`src/rtl/bp_l15_store_buffer_if.sv`:
```
// L1.5 request/return channel shared by the store buffer and the load-miss transducer.
// The master side issues requests and consumes returns.
interface bp_l15_store_buffer_if #(
    parameter int paddr_width_p = 40
);
    logic                     transducer_l15_val;
    logic [4:0]               transducer_l15_rqtype;
    logic [2:0]               transducer_l15_size;
    logic [paddr_width_p-1:0] transducer_l15_address;
    logic [63:0]              transducer_l15_data;
    logic                     l15_transducer_ack;
    logic                     l15_transducer_val;
    logic [3:0]               l15_transducer_returntype;
    logic                     transducer_l15_req_ack;

    modport master (
        output transducer_l15_val,
        output transducer_l15_rqtype,
        output transducer_l15_size,
        output transducer_l15_address,
        output transducer_l15_data,
        output transducer_l15_req_ack,
        input  l15_transducer_ack,
        input  l15_transducer_val,
        input  l15_transducer_returntype
    );

    modport slave (
        input  transducer_l15_val,
        input  transducer_l15_rqtype,
        input  transducer_l15_size,
        input  transducer_l15_address,
        input  transducer_l15_data,
        input  transducer_l15_req_ack,
        output l15_transducer_ack,
        output l15_transducer_val,
        output l15_transducer_returntype
    );
endinterface

```
`src/rtl/bp_l15_store_buffer.sv`:
```
// Store buffer between the BlackParrot dcache and the OpenPiton L1.5: FIFOs dcache stores
// and issues them one at a time as STORE_RQ, retiring each entry on its ST_ACK.
module bp_l15_store_buffer #(
    parameter int els_p         = 4,
    parameter int paddr_width_p = 40
) (
    input  logic                     clk_i,
    input  logic                     rst_n,
    input  logic                     store_v_i,
    output logic                     store_ready_o,
    input  logic [paddr_width_p-1:0] store_addr_i,
    input  logic [63:0]              store_data_i,
    input  logic [1:0]               store_size_i,
    output logic                     empty_o,
    input  logic                     issue_en_i,
    bp_l15_store_buffer_if.master    l15
);
    localparam int ptr_w = $clog2(els_p);
    localparam int cnt_w = ptr_w + 1;
    localparam logic [cnt_w-1:0] full_cnt = cnt_w'(els_p);
    localparam logic [4:0] store_rq = 5'b00001;
    localparam logic [3:0] st_ack   = 4'b0100;

    typedef struct packed {
        logic [paddr_width_p-1:0] addr;
        logic [63:0]              data;
        logic [1:0]               size;
    } entry_t;

    typedef enum logic [1:0] {e_idle, e_send, e_wait} state_e;

    entry_t           mem_q [els_p];
    logic [ptr_w-1:0] head_q, head_d, tail_q, tail_d;
    logic [cnt_w-1:0] count_q, count_d;
    state_e           state_q, state_d;
    logic             push, pop, st_ack_v;
    entry_t           head;
    logic [63:0]      rep_data, fmt_data;

    assign store_ready_o = rst_n & (count_q != full_cnt);
    assign push          = store_v_i & store_ready_o;
    assign head          = mem_q[head_q];
    assign st_ack_v      = l15.l15_transducer_val & (l15.l15_transducer_returntype == st_ack);
    assign empty_o       = (count_q == '0) && (state_q == e_idle);

    // Replicate the right-justified store bytes across the doubleword, then go big-endian.
    always_comb begin
        rep_data = head.data;
        fmt_data = '0;
        case (head.size)
            2'd0:    rep_data = {8{head.data[7:0]}};
            2'd1:    rep_data = {4{head.data[15:0]}};
            2'd2:    rep_data = {2{head.data[31:0]}};
            default: rep_data = head.data;
        endcase
        for (int i = 0; i < 8; i++) begin
            fmt_data[8*i +: 8] = rep_data[8*(7-i) +: 8];
        end
    end

    // NOTE: every output and next-state value gets a default before the case so no latch is inferred.
    always_comb begin
        state_d                    = state_q;
        pop                        = 1'b0;
        l15.transducer_l15_val     = 1'b0;
        l15.transducer_l15_rqtype  = '0;
        l15.transducer_l15_size    = '0;
        l15.transducer_l15_address = '0;
        l15.transducer_l15_data    = '0;
        l15.transducer_l15_req_ack = 1'b0;
        case (state_q)
            e_idle: begin
                if ((count_q != '0) && issue_en_i) state_d = e_send;
            end
            e_send: begin
                l15.transducer_l15_val     = 1'b1;
                l15.transducer_l15_rqtype  = store_rq;
                l15.transducer_l15_size    = {1'b0, head.size};
                l15.transducer_l15_address = head.addr;
                l15.transducer_l15_data    = fmt_data;
                if (l15.l15_transducer_ack) state_d = e_wait;
            end
            e_wait: begin
                // Returns other than ST_ACK belong to the load path and are left alone.
                l15.transducer_l15_req_ack = st_ack_v;
                if (st_ack_v) begin
                    pop     = 1'b1;
                    state_d = e_idle;
                end
            end
            default: state_d = e_idle;
        endcase
    end

    always_comb begin
        head_d  = head_q;
        tail_d  = tail_q;
        count_d = count_q;
        if (push) tail_d = tail_q + ptr_w'(1);
        if (pop)  head_d = head_q + ptr_w'(1);
        case ({push, pop})
            2'b10:   count_d = count_q + cnt_w'(1);
            2'b01:   count_d = count_q - cnt_w'(1);
            default: count_d = count_q;
        endcase
    end

    // NOTE: sequential state uses non-blocking assignments so all registers update together.
    always_ff @(posedge clk_i or negedge rst_n) begin
        if (!rst_n) begin
            state_q <= e_idle;
            head_q  <= '0;
            tail_q  <= '0;
            count_q <= '0;
        end else begin
            state_q <= state_d;
            head_q  <= head_d;
            tail_q  <= tail_d;
            count_q <= count_d;
        end
    end

    // NOTE: the storage array has no reset; count/pointers alone define which entries are valid.
    always_ff @(posedge clk_i) begin
        if (push) begin
            mem_q[tail_q] <= '{addr: store_addr_i, data: store_data_i, size: store_size_i};
        end
    end
endmodule

```
`src/flat_wrapper.sv`:
```
// flat-port wrapper written by rule: the top's interface ports become plain ports
module bp_l15_store_buffer_flat 
#(
    parameter int els_p         = 4,
    parameter int paddr_width_p = 40
)
  (clk_i, rst_n, store_v_i, store_ready_o, store_addr_i, store_data_i, store_size_i, empty_o, issue_en_i, l15_transducer_l15_val, l15_transducer_l15_rqtype, l15_transducer_l15_size, l15_transducer_l15_address, l15_transducer_l15_data, l15_transducer_l15_req_ack, l15_l15_transducer_ack, l15_l15_transducer_val, l15_l15_transducer_returntype);
  bp_l15_store_buffer_if #(.paddr_width_p(paddr_width_p)) l15_i ();
  input  logic clk_i;
  input  logic rst_n;
  input  logic store_v_i;
  output logic store_ready_o;
  input  logic [paddr_width_p-1:0] store_addr_i;
  input  logic [63:0] store_data_i;
  input  logic [1:0] store_size_i;
  output logic empty_o;
  input  logic issue_en_i;
  output wire logic [$bits(l15_i.transducer_l15_val)-1:0] l15_transducer_l15_val;
  output wire logic [$bits(l15_i.transducer_l15_rqtype)-1:0] l15_transducer_l15_rqtype;
  output wire logic [$bits(l15_i.transducer_l15_size)-1:0] l15_transducer_l15_size;
  output wire logic [$bits(l15_i.transducer_l15_address)-1:0] l15_transducer_l15_address;
  output wire logic [$bits(l15_i.transducer_l15_data)-1:0] l15_transducer_l15_data;
  output wire logic [$bits(l15_i.transducer_l15_req_ack)-1:0] l15_transducer_l15_req_ack;
  input wire logic [$bits(l15_i.l15_transducer_ack)-1:0] l15_l15_transducer_ack;
  input wire logic [$bits(l15_i.l15_transducer_val)-1:0] l15_l15_transducer_val;
  input wire logic [$bits(l15_i.l15_transducer_returntype)-1:0] l15_l15_transducer_returntype;
  assign l15_transducer_l15_val = l15_i.transducer_l15_val;
  assign l15_transducer_l15_rqtype = l15_i.transducer_l15_rqtype;
  assign l15_transducer_l15_size = l15_i.transducer_l15_size;
  assign l15_transducer_l15_address = l15_i.transducer_l15_address;
  assign l15_transducer_l15_data = l15_i.transducer_l15_data;
  assign l15_transducer_l15_req_ack = l15_i.transducer_l15_req_ack;
  assign l15_i.l15_transducer_ack = l15_l15_transducer_ack;
  assign l15_i.l15_transducer_val = l15_l15_transducer_val;
  assign l15_i.l15_transducer_returntype = l15_l15_transducer_returntype;
  bp_l15_store_buffer #(.els_p(els_p), .paddr_width_p(paddr_width_p)) u_core (.clk_i(clk_i), .rst_n(rst_n), .store_v_i(store_v_i), .store_ready_o(store_ready_o), .store_addr_i(store_addr_i), .store_data_i(store_data_i), .store_size_i(store_size_i), .empty_o(empty_o), .issue_en_i(issue_en_i), .l15(l15_i));
endmodule
```
`config.mk`:
```
export PLATFORM = sky130hd
export DESIGN_NAME = bp_l15_store_buffer_flat
export DESIGN_NICKNAME = d
export VERILOG_FILES = /design/src/rtl/bp_l15_store_buffer_if.sv /design/src/rtl/bp_l15_store_buffer.sv /design/src/flat_wrapper.sv
export SDC_FILE = /design/constraint.sdc
export NUM_CORES = 1
export LEC_CHECK = 0
export BUFFER_PORTS_ARGS = -buffer_cell sky130_fd_sc_hd__buf_2
export CORE_ASPECT_RATIO = 1.5
export CORE_UTILIZATION = 28
export CTS_BUF_LIST = sky130_fd_sc_hd__clkbuf_2 sky130_fd_sc_hd__clkbuf_4 sky130_fd_sc_hd__clkbuf_8
export DETAILED_ROUTE_END_ITERATION = 8
export PLACE_DENSITY_LB_ADDON = 0.15
export SETUP_SLACK_MARGIN = 0.3
export SLEW_MARGIN = 20
export SYNTH_ARGS = -nofsm -noshare
export SYNTH_HDL_FRONTEND = slang
export SYNTH_SLANG_ARGS = --single-unit
```
`constraint.sdc`:
```
create_clock -name clk_i -period 4.45 [get_ports clk_i]
set_input_delay 0.2225 -clock clk_i [delete_from_list [all_inputs] [get_ports clk_i]]
set_output_delay 0.2225 -clock clk_i [all_outputs]
set_load 0.02 [all_outputs]
```
# == Yosys cells after proc, flatten, opt, wreduce, memory -nomap -nowiden ==
# Memory sizes are Yosys's and may differ from the RTL's.
# Index checks and enable logic that the tools add are counted.
# totals
reg_bits,9
ram_bits,424
input_bits,116
out_inout_bits,116
word_cells,47
n_memories,1
# op_classes
addsub,4
eq_ne,11
n_mux,16
n_bitwise,3
n_reduce_logical,8
# memory_table
name,words,word_bits,read_ports,rd_clocked_by_memory_dff,write_ports,line_no,rtl
u_core.mem_q,4,106,1,0,1,bp_l15_store_buffer.sv:32,entry_t mem_q [els_p];
# op_table
operator,n
$pmux W64 S3,1
$mux W64,1
$mux W40,1
$mux W2,4
$mux W1,7
$eq A2 B1 Y1 const B,3
$eq A2 B2 Y1 const B,3
$pmux W2 S3,1
$pmux W3 S2,1
$add A2 B1 Y2 const B,2
$eq A4 B3 Y1 const B,1
$logic_not A2 Y1,2
$ne A2 B2 Y1 const B,2
$add A3 B1 Y3 const B,1
$and A1 B1 Y1,3
$logic_not A3 Y1,1
$ne A3 B3 Y1 const B,1
$reduce_and A3 Y1,1
$reduce_bool A3 Y1,1
$sub A3 B1 Y3 const B,1
$logic_and A1 B1 Y1,2
$ne A2 B1 Y1 const B,1
$reduce_bool A2 Y1,1

# == Longest topological paths before layout ==
# logic_depth
word_depth,6
depth_mapped,9
ltp_nobuf,9

# == Worst setup path after synthesis ==
# OpenSTA, ideal clock, no wires.
# synth_path
kind,register to register
from,register u_core.count_q[2]
to,"memory u_core.mem_q[0][0] in the netlist's numbering, enable pin"
setup_time_ps,477
t_arrival_ps,3186
t_required_ps,3973
path_slack_ps,787
path_stages_with_launch,4
n_path_buf,0
synth_period_minus_slack_ps,3663
cell_sequence,dfrtp_1 > inv_1 > o311a_1 > and2_1
# synth_between
elab_chain_len,5
# synth_lines
element,line_no,rtl
"start, declared",bp_l15_store_buffer.sv:34,"logic [cnt_w-1:0] count_q, count_d;"
"start signal, assigned",bp_l15_store_buffer.sv:119,count_q <= count_d;
$ne A3 B3 Y1,bp_l15_store_buffer.sv:40,assign store_ready_o = rst_n & (count_q != full_cnt);
$and A1 B1 Y1,bp_l15_store_buffer.sv:40,
$and A1 B1 Y1,bp_l15_store_buffer.sv:41,assign push = store_v_i & store_ready_o;
$mux W1,bp_l15_store_buffer.sv:125,if (push) begin
$mux W1 (implied by the code),bp_l15_store_buffer.sv:126,"mem_q[tail_q] <= '{addr: store_addr_i, data: store_data_i, size: store_size_i};"
"end, declared",bp_l15_store_buffer.sv:32,
# No other way between the ends.

# == Worst setup path in the final report ==
# layout_path
from,register u_core.head_q[0]
to,output port l15_transducer_l15_data[24]
# layout_between
elab_chain_len,4
word_cells_on_any_way,6
classes_between,eq/ne (2); mux (2); reduce/logical (1); memory (1)
# layout_lines
element,line_no,rtl
"start, declared",bp_l15_store_buffer.sv:33,"logic [ptr_w-1:0] head_q, head_d, tail_q, tail_d;"
"start signal, assigned",bp_l15_store_buffer.sv:112,head_q <= '0;
"start signal, assigned",bp_l15_store_buffer.sv:117,head_q <= head_d;
$mem_v2 Z4 W106 *,-,
"$eq A2 B2 Y1, or another cell as far along",bp_l15_store_buffer.sv:50,case (head.size)
$pmux W64 S3 *,bp_l15_store_buffer.sv:50,
$mux W64 *,bp_l15_store_buffer.sv:71,case (state_q)
"end, declared",flat_wrapper.sv:22,output wire logic [$bits(l15_i.transducer_l15_data)-1:0] l15_transducer_l15_data;
# Mark *: on every way between the ends. The rest lies on a longest branch, timed or not.

==> parameters.txt <==
Parameter                              Value

STA
  Final Hold Fails ... 0
  Setup repair after global routing missed its margin ... no
  Slew HR ... 0.3477
  Final Critical Period ... 3491 ps
  Minimum hold slack ... 65.76 ps
  Post-route worst setup slack ... 958.7 ps
  Final sum of negative setup slack ... 0 ps
  Least-Margin Pin Slew ... 978.4 ps
  Crit share post-route ... 0.7846
  Fmax ... 286.4 MHz
  Count of endpoints failing setup in the final report ... 0
  Count of pins over their slew limit ... 0
  Worst-case clock skew ... 17.49 ps

Logic synthesis
  Top area cells in the synthesized netlist ... sky130_fd_sc_hd__edfxtp_1 74%, sky130_fd_sc_hd__mux4_2 14%, sky130_fd_sc_hd__mux2i_1 2.4%
  Fraction of the mapped netlist area in compound gates ... 0.02719
  Gate Count Post-Synth ... 829
  Synthesized area per cell ... 20.87 µm²
  Area share of and/or/nand/nor cells after synthesis ... 0.03283
  Sequential share of the synthesized area ... 0.7489
  Post-synth design cell area ... 17300 µm²
  Largest family of logic cells by synthesized area ... multiplexers
  Library cell occupying the most area in the post-synthesis netlist ... sky130_fd_sc_hd__edfxtp_1
  Post-synthesis share of cell area spent on full adders, half adders and majority gates ... 0.004773
  Total of flip-flops plus latches after synthesis ... 433
  Share of the synthesized netlist area taken by xor and xnor gates ... 0.003037
  Number of different library cells in the post-synthesis netlist ... 39
  Area fraction of the dominant cell type after synthesis ... 0.7359
  Synth Warn # ... 0
  Multiplexer area fraction after synthesis ... 0.1624

Worst setup path
  Critical Path Sink Type ... primary output
  Critical Path AT ... 3270 ps
  Required time at the endpoint of the critical path ... 4230 ps
  FF-to-FF setup slack ... 1920 ps
  Start point of the critical path ... u_core.head_q[0]
  Critical Path Slowest Stage Cell ... sky130_fd_sc_hd__mux4_4
  R2R Path Start ... u_core.state_q[1]
  Kind of cell adding the most delay to the critical path ... multiplexers
  CP Max Fanout ... 37
  Critical path endpoint ... l15_transducer_l15_data[24]
  Stage delay of the slowest cell on the critical path ... 970 ps
  Cells on worst reg2reg path ... 7
  Stages on worst setup path ... 5
  FF-to-FF End ... u_core.state_q[1]
  Buffering stage count on the worst path with inverters included ... 2
  Worst setup SP type ... flip-flop
  Type of the worst setup path ... flip-flop to primary output
  Cell-by-cell trace of the critical path ... mux4_4 > buf_4 > a21bo_2 > a21oi_1 > buf_2

Global route
  Maximum number of pins on one net before global-route repair ... 106
  Vias in the first global route ... 10200
  Tot GR Track Use ... 0.1476
  First-pass GRT wire length ... 66.51 mm
  Remaining global-route overflow ... 0
  Initial antenna violation count ... 5

Clock network
  TritonCTS clock tree ... done
  Reg clk slew, reported paths ... 60 ps
  Number of CTS-inserted buffers ... 71
  Root buffer selected by CTS ... sky130_fd_sc_hd__clkbuf_8
  Clk Latency, worst-skew pair ... 630 ps
  Clock Sinks ... 433
  Buffers inserted by post-CTS timing repair ... 0
  Post-cts resize count ... 0
  Maximum level of the CTS H-tree ... 3
  Deepest clock path buffer count ... 3

Power
  Relative contribution of sequential cells to total power ... 0.387
  Static leakage ... 0.007661 µW
  Share of total power consumed by net switching ... 0.3502
  IR drop worst, VDD ... 0.4133 mV
  P per Cell Area ... 604.2 nW/µm²
  Internal power ... 8539 µW
  Fraction of power consumed by combinational cells ... 0.365
  Net switching power ... 4602 µW
  Clock network fraction of design power ... 0.248

Floorplanning
  Area of the core ... 61110 µm²
  Number of top-level pins ... 232
  Die Area ... 62810 µm²
  Initial standard-cell utilization of the core ... 0.2831
  Vert. Die Dim ... 306.4 µm
  Die W ... 205.0 µm
  Core Rows ... 111

Place
  # port buffers ... 226
  Total instance count after detailed placement ... 1813
  Setup Slack @ Placement ... 1536 ps
  Detail Placement HPWL ... 27.60 mm
  Final weighted congestion of routability-driven global placement ... 0.7231

Finish
  Highest-count cells in the layout ignoring fill and taps ... 424 x sky130_fd_sc_hd__edfxtp_1, 226 x sky130_fd_sc_hd__buf_2, 111 x sky130_fd_sc_hd__dlygate4sd3_1
  Share of post-route cells with drive strength above 1 ... 0.3767
  Post-Layout Cell Count ... 2046
  Number of nets in the layout ... 1328
  Layout fillers ... 5909
  Most frequent standard cell in the layout excluding fill and tap cells ... sky130_fd_sc_hd__edfxtp_1
  Area added between synthesis and finish ... 25.69%

Detailed routing
  Iteration-0 DRC Markers ... 375
  Number of search-and-repair iterations in the first detailed-routing pass ... 4
  Total wire length ... 45.41 mm
  Vias per cell ... 4.510
  ANT nets after route ... 0
  Vias ... 9227
  Routed len/inst ... 22.20 µm
  Remaining design rule violation count ... 0

Run
  Number of max-cap violations ... 0

Min path
  Class of the tightest hold or removal check ... input port to flip-flop

Run status
  Status ... finished clean
==> registers in the layout, indices dropped and copies added, names as in the netlist <==
name and flops:
u_core.count_q 3, u_core.head_q 2, u_core.mem_q 424, u_core.state_q 2, u_core.tail_q 2
==> power by group through the flow <==
stage	clock network [µW]	logic (µW)	registers [µW]
CTS	3400	4980	5090
global placement	0	4890	5160
detailed placement	0	4880	5180
floorplan	0	3290	5170
global route	3560	5200	5130
finish	3250	4800	5090
==> stage by stage <==
step	cell area, µm²	power [µW]	utilization
floorplan	17320	8453	-
global placement	19340	10050	0.3165
detailed placement	19340	10050	0.3165
CTS	21740	13480	0.3558
global route	21750	13880	0.3559
finish	21750	13140	0.3559
==> synthesized netlist by cell type (all sizes together) <==
library cell  number
nand2              4
a21oi             24
a21o               1
o21ai             17
nand2b             4
ha                 5
mux4             106
clkbuf            17
inv               10
buf               38
nor3               2
a21bo              7
conb               1
nor2b              1
nand3b             1
o311a              1
and4               1
a211oi             1
edfxtp           424
mux2i             41
fa                 1
or3                2
mux2               1
or3b               8
dfrtp              9
xor2               2
nor2              10
o2bb2ai            7
clkinv             1
xnor2              4
o22ai             16
and2              53
o31a               1
nor4               1
nand3              7
==> worst min path at each step <==
stage	startpoint	endpoint	cells past startpoint
final	l15_l15_transducer_returntype[2]	u_core.head_q[1]	4
after CTS	l15_l15_transducer_returntype[2]	u_core.head_q[1]	4
after global routing	l15_l15_transducer_returntype[2]	u_core.head_q[1]	4
after global placement	rst_n	u_core.state_q[0]	1
after detailed placement	rst_n	u_core.state_q[0]	1
after floorplan	rst_n	u_core.count_q[0]	0
==> logic make-up after synthesis <==
| kind of cell | after synthesis |
|---|---|
| flip-flops | 433 |
| buffers and inverters | 66 |
| XOR/XNOR | 6 |
| AND/OR/NAND/NOR | 94 |
| adder cells (fa/ha/maj) | 6 |
| AO/OA/AOI/OAI | 75 |
| multiplexers | 148 |
| other | 1 |
==> layout make-up <==
cell class	instances	area, µm²	area share
sequential	433	12960	0.5962
timing repair buffer	355	2440	0.1122
clock inverter	27	143.9	0.006616
clock buffer	93	1149	0.05282
inverter	11	41.29	0.001899
multi-input combinational	334	4014	0.1846
tap	791	989.7	0.04551
antenna	2	5.005	0.0002301
==> layer usage <==
metal  vias up  share of wire  global-route usage
li1       4138              -                   -
met1      4754           0.41              0.1726
met2       257           0.51              0.2594
met3        76          0.056             0.03710
met4         2          0.023             0.05168
met5         -        0.00035                   0
==> worst reg2reg max path, stage by stage, from the launching register on <==
cell                            delay, ps
sky130_fd_sc_hd__dfrtp_1              400
sky130_fd_sc_hd__nand2b_1             150
sky130_fd_sc_hd__buf_4                240
sky130_fd_sc_hd__inv_2                360
sky130_fd_sc_hd__buf_4                540
sky130_fd_sc_hd__nand2_1              140
sky130_fd_sc_hd__o21ai_0               80
sky130_fd_sc_hd__dlygate4sd3_1        550
==> timing repair <==
item,4_1_cts,5_1_grt
hold buffers,111,0
hold endpoints to repair,435,0
setup endpoints to repair,0,0
(Power assumes the default switching activity.)
